`src/rtl/branch_resolve_ctrl.sv`:
```
// SPARC Bicc resolver in the ID stage: evaluates cond against icc, forms the
// PC-relative target, applies annul-bit semantics and tracks the delay slot.
module branch_resolve_ctrl #(
   parameter int ADDR_W = 32,
   parameter int DISP_W = 22
) (
   input  logic              clk,
   input  logic              system_reset_n,
   input  logic              stall,
   input  logic              id_valid,
   input  logic              id_branch_instr,
   input  logic              id_a,
   input  logic [3:0]        id_cond,
   input  logic [DISP_W-1:0] id_disp,
   input  logic [ADDR_W-1:0] id_pc,
   input  logic [3:0]        icc,
   input  logic              cc_pending,
   output logic              cc_stall,
   output logic              branch_taken,
   output logic [ADDR_W-1:0] branch_target,
   output logic              annul_delay_slot,
   output logic              in_delay_slot,
   output logic              dcti_err
);

   typedef enum logic [1:0] {
      IDLE    = 2'd0,
      WAIT_CC = 2'd1,
      DELAY   = 2'd2
   } state_e;

   state_e              state_q, state_d;
   logic                taken_q, taken_d;
   logic                annul_q, annul_d;
   logic                delay_q, delay_d;
   logic                dcti_q, dcti_d;
   logic [ADDR_W-1:0]   target_q, target_d;

   logic                br;
   logic                resolve;
   logic                condTrue;
   logic                ccStallRaw;
   logic [ADDR_W-1:0]   dispExt;
   logic [ADDR_W-1:0]   targetCalc;

   // Bit 3 of cond inverts the base test selected by bits 2:0; icc = {N,Z,V,C}.
   function automatic logic evalCond(input logic [3:0] cond, input logic [3:0] cc);
      logic n, z, v, c, base;
      n = cc[3];
      z = cc[2];
      v = cc[1];
      c = cc[0];
      case (cond[2:0])
         3'd0:    base = 1'b0;
         3'd1:    base = z;
         3'd2:    base = z | (n ^ v);
         3'd3:    base = n ^ v;
         3'd4:    base = c | z;
         3'd5:    base = c;
         3'd6:    base = n;
         default: base = v;
      endcase
      return cond[3] ^ base;
   endfunction

   always_comb begin
      br         = id_valid & id_branch_instr;
      condTrue   = evalCond(id_cond, icc);
      dispExt    = {{(ADDR_W-DISP_W-2){id_disp[DISP_W-1]}}, id_disp, 2'b00};
      targetCalc = id_pc + dispExt;

      state_d    = state_q;
      resolve    = 1'b0;
      ccStallRaw = 1'b0;

      case (state_q)
         IDLE: begin
            if (br) begin
               if (cc_pending) begin
                  ccStallRaw = 1'b1;
                  state_d    = WAIT_CC;
               end else begin
                  resolve = 1'b1;
                  state_d = DELAY;
               end
            end
         end
         WAIT_CC: begin
            if (cc_pending) begin
               ccStallRaw = 1'b1;
            end else if (br) begin
               resolve = 1'b1;
               state_d = DELAY;
            end else begin
               state_d = IDLE;
            end
         end
         DELAY:   state_d = IDLE;
         default: state_d = IDLE;
      endcase

      // Held low during reset so every output reads zero while reset is asserted.
      cc_stall = ccStallRaw & system_reset_n;

      taken_d  = resolve & condTrue;
      annul_d  = resolve & (condTrue ? (id_a & (id_cond == 4'h8)) : id_a);
      target_d = resolve ? targetCalc : target_q;
      delay_d  = (state_d == DELAY);
      dcti_d   = (state_q == DELAY) & br & ~annul_q;
   end

   always_ff @(posedge clk or negedge system_reset_n) begin
      if (!system_reset_n) begin
         state_q  <= IDLE;
         taken_q  <= 1'b0;
         annul_q  <= 1'b0;
         delay_q  <= 1'b0;
         dcti_q   <= 1'b0;
         target_q <= '0;
      end else if (!stall) begin
         state_q  <= state_d;
         taken_q  <= taken_d;
         annul_q  <= annul_d;
         delay_q  <= delay_d;
         dcti_q   <= dcti_d;
         target_q <= target_d;
      end
   end

   assign branch_taken     = taken_q;
   assign branch_target    = target_q;
   assign annul_delay_slot = annul_q;
   assign in_delay_slot    = delay_q;
   assign dcti_err         = dcti_q;

endmodule
```
`config.mk`:
```
export PLATFORM = sky130hd
export DESIGN_NAME = branch_resolve_ctrl
export DESIGN_NICKNAME = d
export VERILOG_FILES = /design/src/rtl/branch_resolve_ctrl.sv
export SDC_FILE = /design/constraint.sdc
export NUM_CORES = 1
export LEC_CHECK = 0
export ABC_AREA = 1
export CORE_UTILIZATION = 30
export CTS_CLUSTER_SIZE = 16
export DETAILED_ROUTE_END_ITERATION = 16
export GPL_TIMING_DRIVEN = 1
export PLACE_DENSITY_LB_ADDON = 0.25
export SLEW_MARGIN = 40
export SYNTH_ARGS = -nofsm -noshare
export SYNTH_HDL_FRONTEND = slang
export SYNTH_SLANG_ARGS = --single-unit
export TNS_END_PERCENT = 1
```
`constraint.sdc`:
```
create_clock -name clk -period 2.17 [get_ports clk]
set_input_delay 0.3255 -clock clk [delete_from_list [all_inputs] [get_ports clk]]
set_output_delay 0.3255 -clock clk [all_outputs]
set_load 0.005 [all_outputs]
```
# Word level (Yosys, flattened, before mapping)
# Index checks and enable logic that the tools add are counted.
[classes]
n_addsub = 1
reduce_logical = 3
eq_ne = 10
n_bitwise = 13
n_mux = 15
[ops]
columns = ["operator", "count"]
rows = [
  ["$add A32 B32 Y32", 1],
  ["$eq A3 B3 Y1 const B", 3],
  ["$mux W2", 4],
  ["$and A1 B1 Y1", 7],
  ["$mux W1", 7],
  ["$pmux W1 S7", 1],
  ["$eq A3 B2 Y1 const B", 2],
  ["$eq A2 B2 Y1 const B", 2],
  ["$eq A4 B4 Y1 const B", 1],
  ["$pmux W1 S2", 2],
  ["$pmux W2 S2", 1],
  ["$eq A3 B1 Y1 const B", 1],
  ["$logic_not A3 Y1", 1],
  ["$eq A2 B1 Y1 const B", 1],
  ["$logic_not A2 Y1", 1],
  ["$not A1 Y1", 2],
  ["$or A1 B1 Y1", 2],
  ["$reduce_and A2 Y1", 1],
  ["$xor A1 B1 Y1", 2],
]
[word_totals]
reg_bits = 38
input_bits = 69
output_inout_bits = 37
wordCells = 48

# Longest topological paths before layout
[depth]
depth_word = 6
mapped_depth = 13
depth_no_buf = 13

# Least setup slack after synthesis
# OpenSTA, ideal clock, no wires.
[synth_path]
kind = "input to register"
from = "in id_disp[0]"
to = "reg target_q[18], in the netlist branch_target[18]"
path_stages = 13
arrival_ns = 1.685
setup_slack_ns = 0.420
required_ns = 2.105
setup_ns = 0.065
path_buffers = 0
path_cell_list = "ha_1 inv_1 fa_1 inv_1 nand3_1 nand3_2 nand2_1 nand2_1 nand2_1 nand2_1 xor2_1 nand2_1 nand2_1"
[synth_via]
elab_chain_cells = 1
[synth_lines]
columns = ["item", "line_no", "text"]
rows = [
  ["from (decl)", "14", "input logic [DISP_W-1:0] id_disp,"],
  ["$add A32 B32 Y32", "70", "targetCalc = id_pc + dispExt;"],
  ["to (signal assigned)", "126", "target_q <= target_d;"],
  ["to (decl)", "37", "logic [ADDR_W-1:0] target_q, target_d;"],
]
# Every way passes these cells.
# A chain may end at the register's enable or synchronous reset.

# Worst setup path after layout
[layout_path]
from = "in id_disp[12]"
to = "reg target_q[21], in the netlist branch_target[21]"
# Same word-level chain as after synthesis.

==> flow_results.xml <==
<?xml version="1.0" encoding="UTF-8"?>
<metrics>
  <group name="run_status">
    <metric name="outcome" unit="">complete, no violations</metric>
  </group>
  <group name="final_layout">
    <metric name="drive_above_1_share" unit="%">12.9</metric>
    <metric name="stdcell_area" unit="mm²">0.00557</metric>
    <metric name="final_core_util" unit="%">46.0</metric>
    <metric name="antennaDiodeCount" unit="">0</metric>
    <metric name="commonest_cells_after_routing_fill_and_taps_aside" unit="">256 x nand2_1, 106 x inv_1, 103 x clkdlybuf4s50_1</metric>
    <metric name="nFillCells" unit="">1344</metric>
    <metric name="register_area" unit="µm²">951</metric>
    <metric name="multi_input_area" unit="mm²">0.00240</metric>
    <metric name="final_net_count" unit="">883</metric>
    <metric name="final_common_cell" unit="">nand2_1</metric>
    <metric name="syn_to_final_growth" unit="%">47.7</metric>
  </group>
  <group name="route">
    <metric name="drt-total-wl" unit="µm">11800</metric>
    <metric name="ant_nets" unit="">0</metric>
    <metric name="wl_per_cell" unit="µm">12.4</metric>
    <metric name="via_count" unit="">4201</metric>
    <metric name="drtPass1Iterations" unit="">4</metric>
    <metric name="drc_violations_left" unit="">0</metric>
    <metric name="route.detailed.vias_per_inst" unit="">4.41</metric>
    <metric name="detail_route.iter0.violations" unit="">166</metric>
  </group>
  <group name="clocking">
    <metric name="clock_tree_from_tritoncts" unit="">built</metric>
    <metric name="cts_max_path_buffers" unit="">2</metric>
    <metric name="root_buffer" unit="">clkbuf_16</metric>
    <metric name="cts-hold-fix-buffers" unit="">0</metric>
    <metric name="cts.clk_slew.worst_paths" unit="ns">0.05</metric>
    <metric name="source_to_sink_clock_delay_at_the_later_pin_of_the_worst_skew_pair" unit="ns">0.28</metric>
    <metric name="cts_htree_levels" unit="">2</metric>
    <metric name="numCtsBuffers" unit="">5</metric>
    <metric name="numClockSinks" unit="">38</metric>
  </group>
  <group name="worst_setup_path">
    <metric name="timing.critical_path.to_type" unit="">register</metric>
    <metric name="critPathLaunch" unit="">id_disp[12]</metric>
    <metric name="start_kind" unit="">input pin</metric>
    <metric name="crit_type" unit="">input pin to register</metric>
    <metric name="ff2ff_setup_slack" unit="ns">0.96</metric>
    <metric name="rr_endpoint" unit="">branch_target[5]</metric>
    <metric name="crit_path_max_incr_delay" unit="ns">0.40</metric>
    <metric name="critical_path_depth" unit="">11</metric>
    <metric name="timing.critical_path.cells" unit="">clkdlybuf4s50_1, ha_1, nand2_1, inv_2, nand2_2, nor2_2, nand4_1, nand3_1, nand2_1, nand3_1, nand2_1</metric>
    <metric name="path_common_cell" unit="">nand2_1</metric>
    <metric name="critical_path_peak_fanout" unit="">4</metric>
    <metric name="worstPathRequired" unit="ns">2.33</metric>
    <metric name="timing.critical_path.max_delay_family" unit="">simple AND/OR/NAND/NOR gates</metric>
    <metric name="r2r_start" unit="">state_q[1]</metric>
    <metric name="cell_type_of_the_slowest_stage_on_the_worst_timing_path" unit="">clkdlybuf4s50_1</metric>
    <metric name="worstRegToRegCells" unit="">4</metric>
    <metric name="cp.arrival" unit="ns">2.25</metric>
    <metric name="crit_buf_inv" unit="">2</metric>
  </group>
  <group name="run">
    <metric name="maxCapViolations" unit="">0</metric>
  </group>
  <group name="power">
    <metric name="seq_power_share" unit="%">31.4</metric>
    <metric name="pwr-share-clk" unit="%">22.2</metric>
    <metric name="switching_power" unit="mW">1.04</metric>
    <metric name="power.combinational.fraction" unit="%">46.4</metric>
    <metric name="powerDensity" unit="mW/mm²">556</metric>
    <metric name="power_leakage" unit="nW">3.03</metric>
    <metric name="irDropWorstVdd" unit="mV">0.252</metric>
    <metric name="fin_total_pwr" unit="mW">3.10</metric>
    <metric name="power_internal" unit="mW">2.06</metric>
    <metric name="switching_share" unit="%">33.5</metric>
  </group>
  <group name="synth">
    <metric name="synthDistinctLibCells" unit="">28</metric>
    <metric name="total_number_of_yosys_warnings" unit="">0</metric>
    <metric name="syn-mean-instance-area" unit="µm²">6.04</metric>
    <metric name="synth_sequential_area_ratio" unit="%">25.2</metric>
    <metric name="largest_cells_by_area_after_synthesis" unit="">nand2_1 26%, dfrtp_1 25%, inv_1 11%</metric>
    <metric name="yosysTopAreaCell" unit="">nand2_1</metric>
    <metric name="ys_ff_latch" unit="">38</metric>
    <metric name="synth_top_cell_area_share" unit="%">25.6</metric>
    <metric name="number_of_nets_in_the_synthesized_netlist" unit="">723</metric>
    <metric name="postSynthCellCount" unit="">624</metric>
    <metric name="synth_area" unit="mm²">0.00377</metric>
  </group>
  <group name="die">
    <metric name="initial_core_util" unit="%">31.1</metric>
    <metric name="die-area" unit="mm²">0.0130</metric>
    <metric name="die_h" unit="µm">114</metric>
    <metric name="std_cell_core_area" unit="mm²">0.0121</metric>
    <metric name="floorplan.rows" unit="">40</metric>
    <metric name="io-pin-count" unit="">106</metric>
    <metric name="die-width" unit="µm">114</metric>
  </group>
  <group name="timing">
    <metric name="rsz0062_at_grt" unit="">yes</metric>
    <metric name="timing.slew.headroom" unit="%">67.0</metric>
    <metric name="fin_skew" unit="ns">0.00528</metric>
    <metric name="setup_ws" unit="ns">0.0857</metric>
    <metric name="worst_slew_pin_slew" unit="ns">0.495</metric>
    <metric name="worst_hold_slack" unit="ns">0.128</metric>
    <metric name="hold_violations" unit="">0</metric>
    <metric name="finalMaxSlewViolations" unit="">0</metric>
    <metric name="timing.final.setup_violations" unit="">0</metric>
    <metric name="post-route-period-util" unit="%">96.1</metric>
    <metric name="max_clock_freq" unit="MHz">480</metric>
    <metric name="period_minus_slack" unit="ns">2.08</metric>
  </group>
  <group name="grt">
    <metric name="grt_pass1_vias" unit="">4059</metric>
    <metric name="gr-total-overflow" unit="">0</metric>
    <metric name="grtUsageTotal" unit="%">18.9</metric>
    <metric name="antenna_violations_before_repair" unit="">0</metric>
    <metric name="grt_max_degree" unit="">47</metric>
    <metric name="grt_pass1_wl" unit="µm">19600</metric>
  </group>
  <group name="placement">
    <metric name="portBuffers" unit="">105</metric>
    <metric name="weighted_congestion_at_the_end_of_routability_driven_global_placement" unit="">0.852</metric>
    <metric name="hpwl" unit="µm">10100</metric>
    <metric name="place_area" unit="mm²">0.00541</metric>
    <metric name="dp_slack" unit="ns">-0.289</metric>
  </group>
  <group name="worst_hold_path">
    <metric name="worstHoldPathType" unit="">input pin to async pin</metric>
  </group>
</metrics>
worst max path at each step:
stage                                    to  slack [ns]
after floorplan           branch_target[18]        0.42
after global placement    branch_target[18]       -0.25
after detailed placement  branch_target[18]       -0.29
after CTS                 branch_target[18]        0.03
after global routing      branch_target[21]      -0.003
final                     branch_target[21]        0.09
stage by stage:
stage	cells	TNS, ns
after detailed placement	945	-3.35
after floorplan	624	0
after global routing	952	-0.00313
after global placement	945	-2.57
final	952	0
after CTS	952	0
logic make-up (layout without fill, tap and decap cells):
| group | Yosys count | after routing | synth area share [%] |
|---|---|---|---|
| simple gates | 379 | 379 | 42.9 |
| fa+ha+maj | 30 | 30 | 10.2 |
| flops | 38 | 38 | 25.2 |
| buf+inv | 118 | 278 | 12.0 |
| compound gates | 45 | 45 | 6.54 |
| xor+xnor | 14 | 14 | 3.25 |
power by group through the flow:
stage / clock network [mW] / logic, mW / registers [mW]
4_1_cts: 0.704 / 1.44 / 0.977
6_report: 0.687 / 1.44 / 0.972
3_5_place_dp: 0 / 1.43 / 0.988
2_1_floorplan: 0 / 0.631 / 0.986
5_1_grt: 0.740 / 1.60 / 0.999
3_3_place_gp: 0 / 1.42 / 0.986
flip-flops by register name (all words and copies together) (netlist names):
register / cells
annul_delay_slot: 1
branch_target: 32
dcti_err: 1
state_q: 2
in_delay_slot: 1
branch_taken: 1
metal layers:
| metal | up-vias | global-route usage (%) | wire length [µm] | part of all wire [%] |
|---|---|---|---|---|
| met5 | - | 0 | 0 | 0 |
| met4 | 0 | 5.97 | 198 | 1.7 |
| met3 | 12 | 1.11 | 507 | 4.3 |
| met2 | 105 | 31.0 | 5200 | 44 |
| met1 | 1839 | 26.5 | 5930 | 50 |
| li1 | 2245 | - | - | - |
cell usage after synthesis, drive strengths merged:
cell type,instances
nor2,43
o21bai,3
o41ai,1
nand4,7
xor2,3
buf,7
a21oi,20
xnor2,11
inv,111
nor3,4
o211ai,1
ha,29
fa,1
dfrtp,38
and2,2
nand3,52
nand3b,3
or2,1
nand2,267
o21ai,20
final cells by class:
cell class	instances	area share [%]
multi-input combinational	468	43.0
timing repair buffer	160	26.2
clock buffer	5	2.25
tap	168	3.77
inverter	111	7.48
clock inverter	2	0.180
sequential	38	17.1
worst register-to-register path, delay by kind of cell (launching register included):
family / cells / cell delay (ns)
flip-flops: 1 / 0.34
AND/OR/NAND/NOR: 1 / 0.10
buffers and inverters: 2 / 0.46
AO/OA/AOI/OAI: 1 / 0.18
what timing repair did:
action,4_1_cts,5_1_grt
gates resized for setup,2,7
endpoints found under the setup margin,1,12
buffers inserted,0,0
pin swaps,0,1
Power figures use the tool's default switching activity.
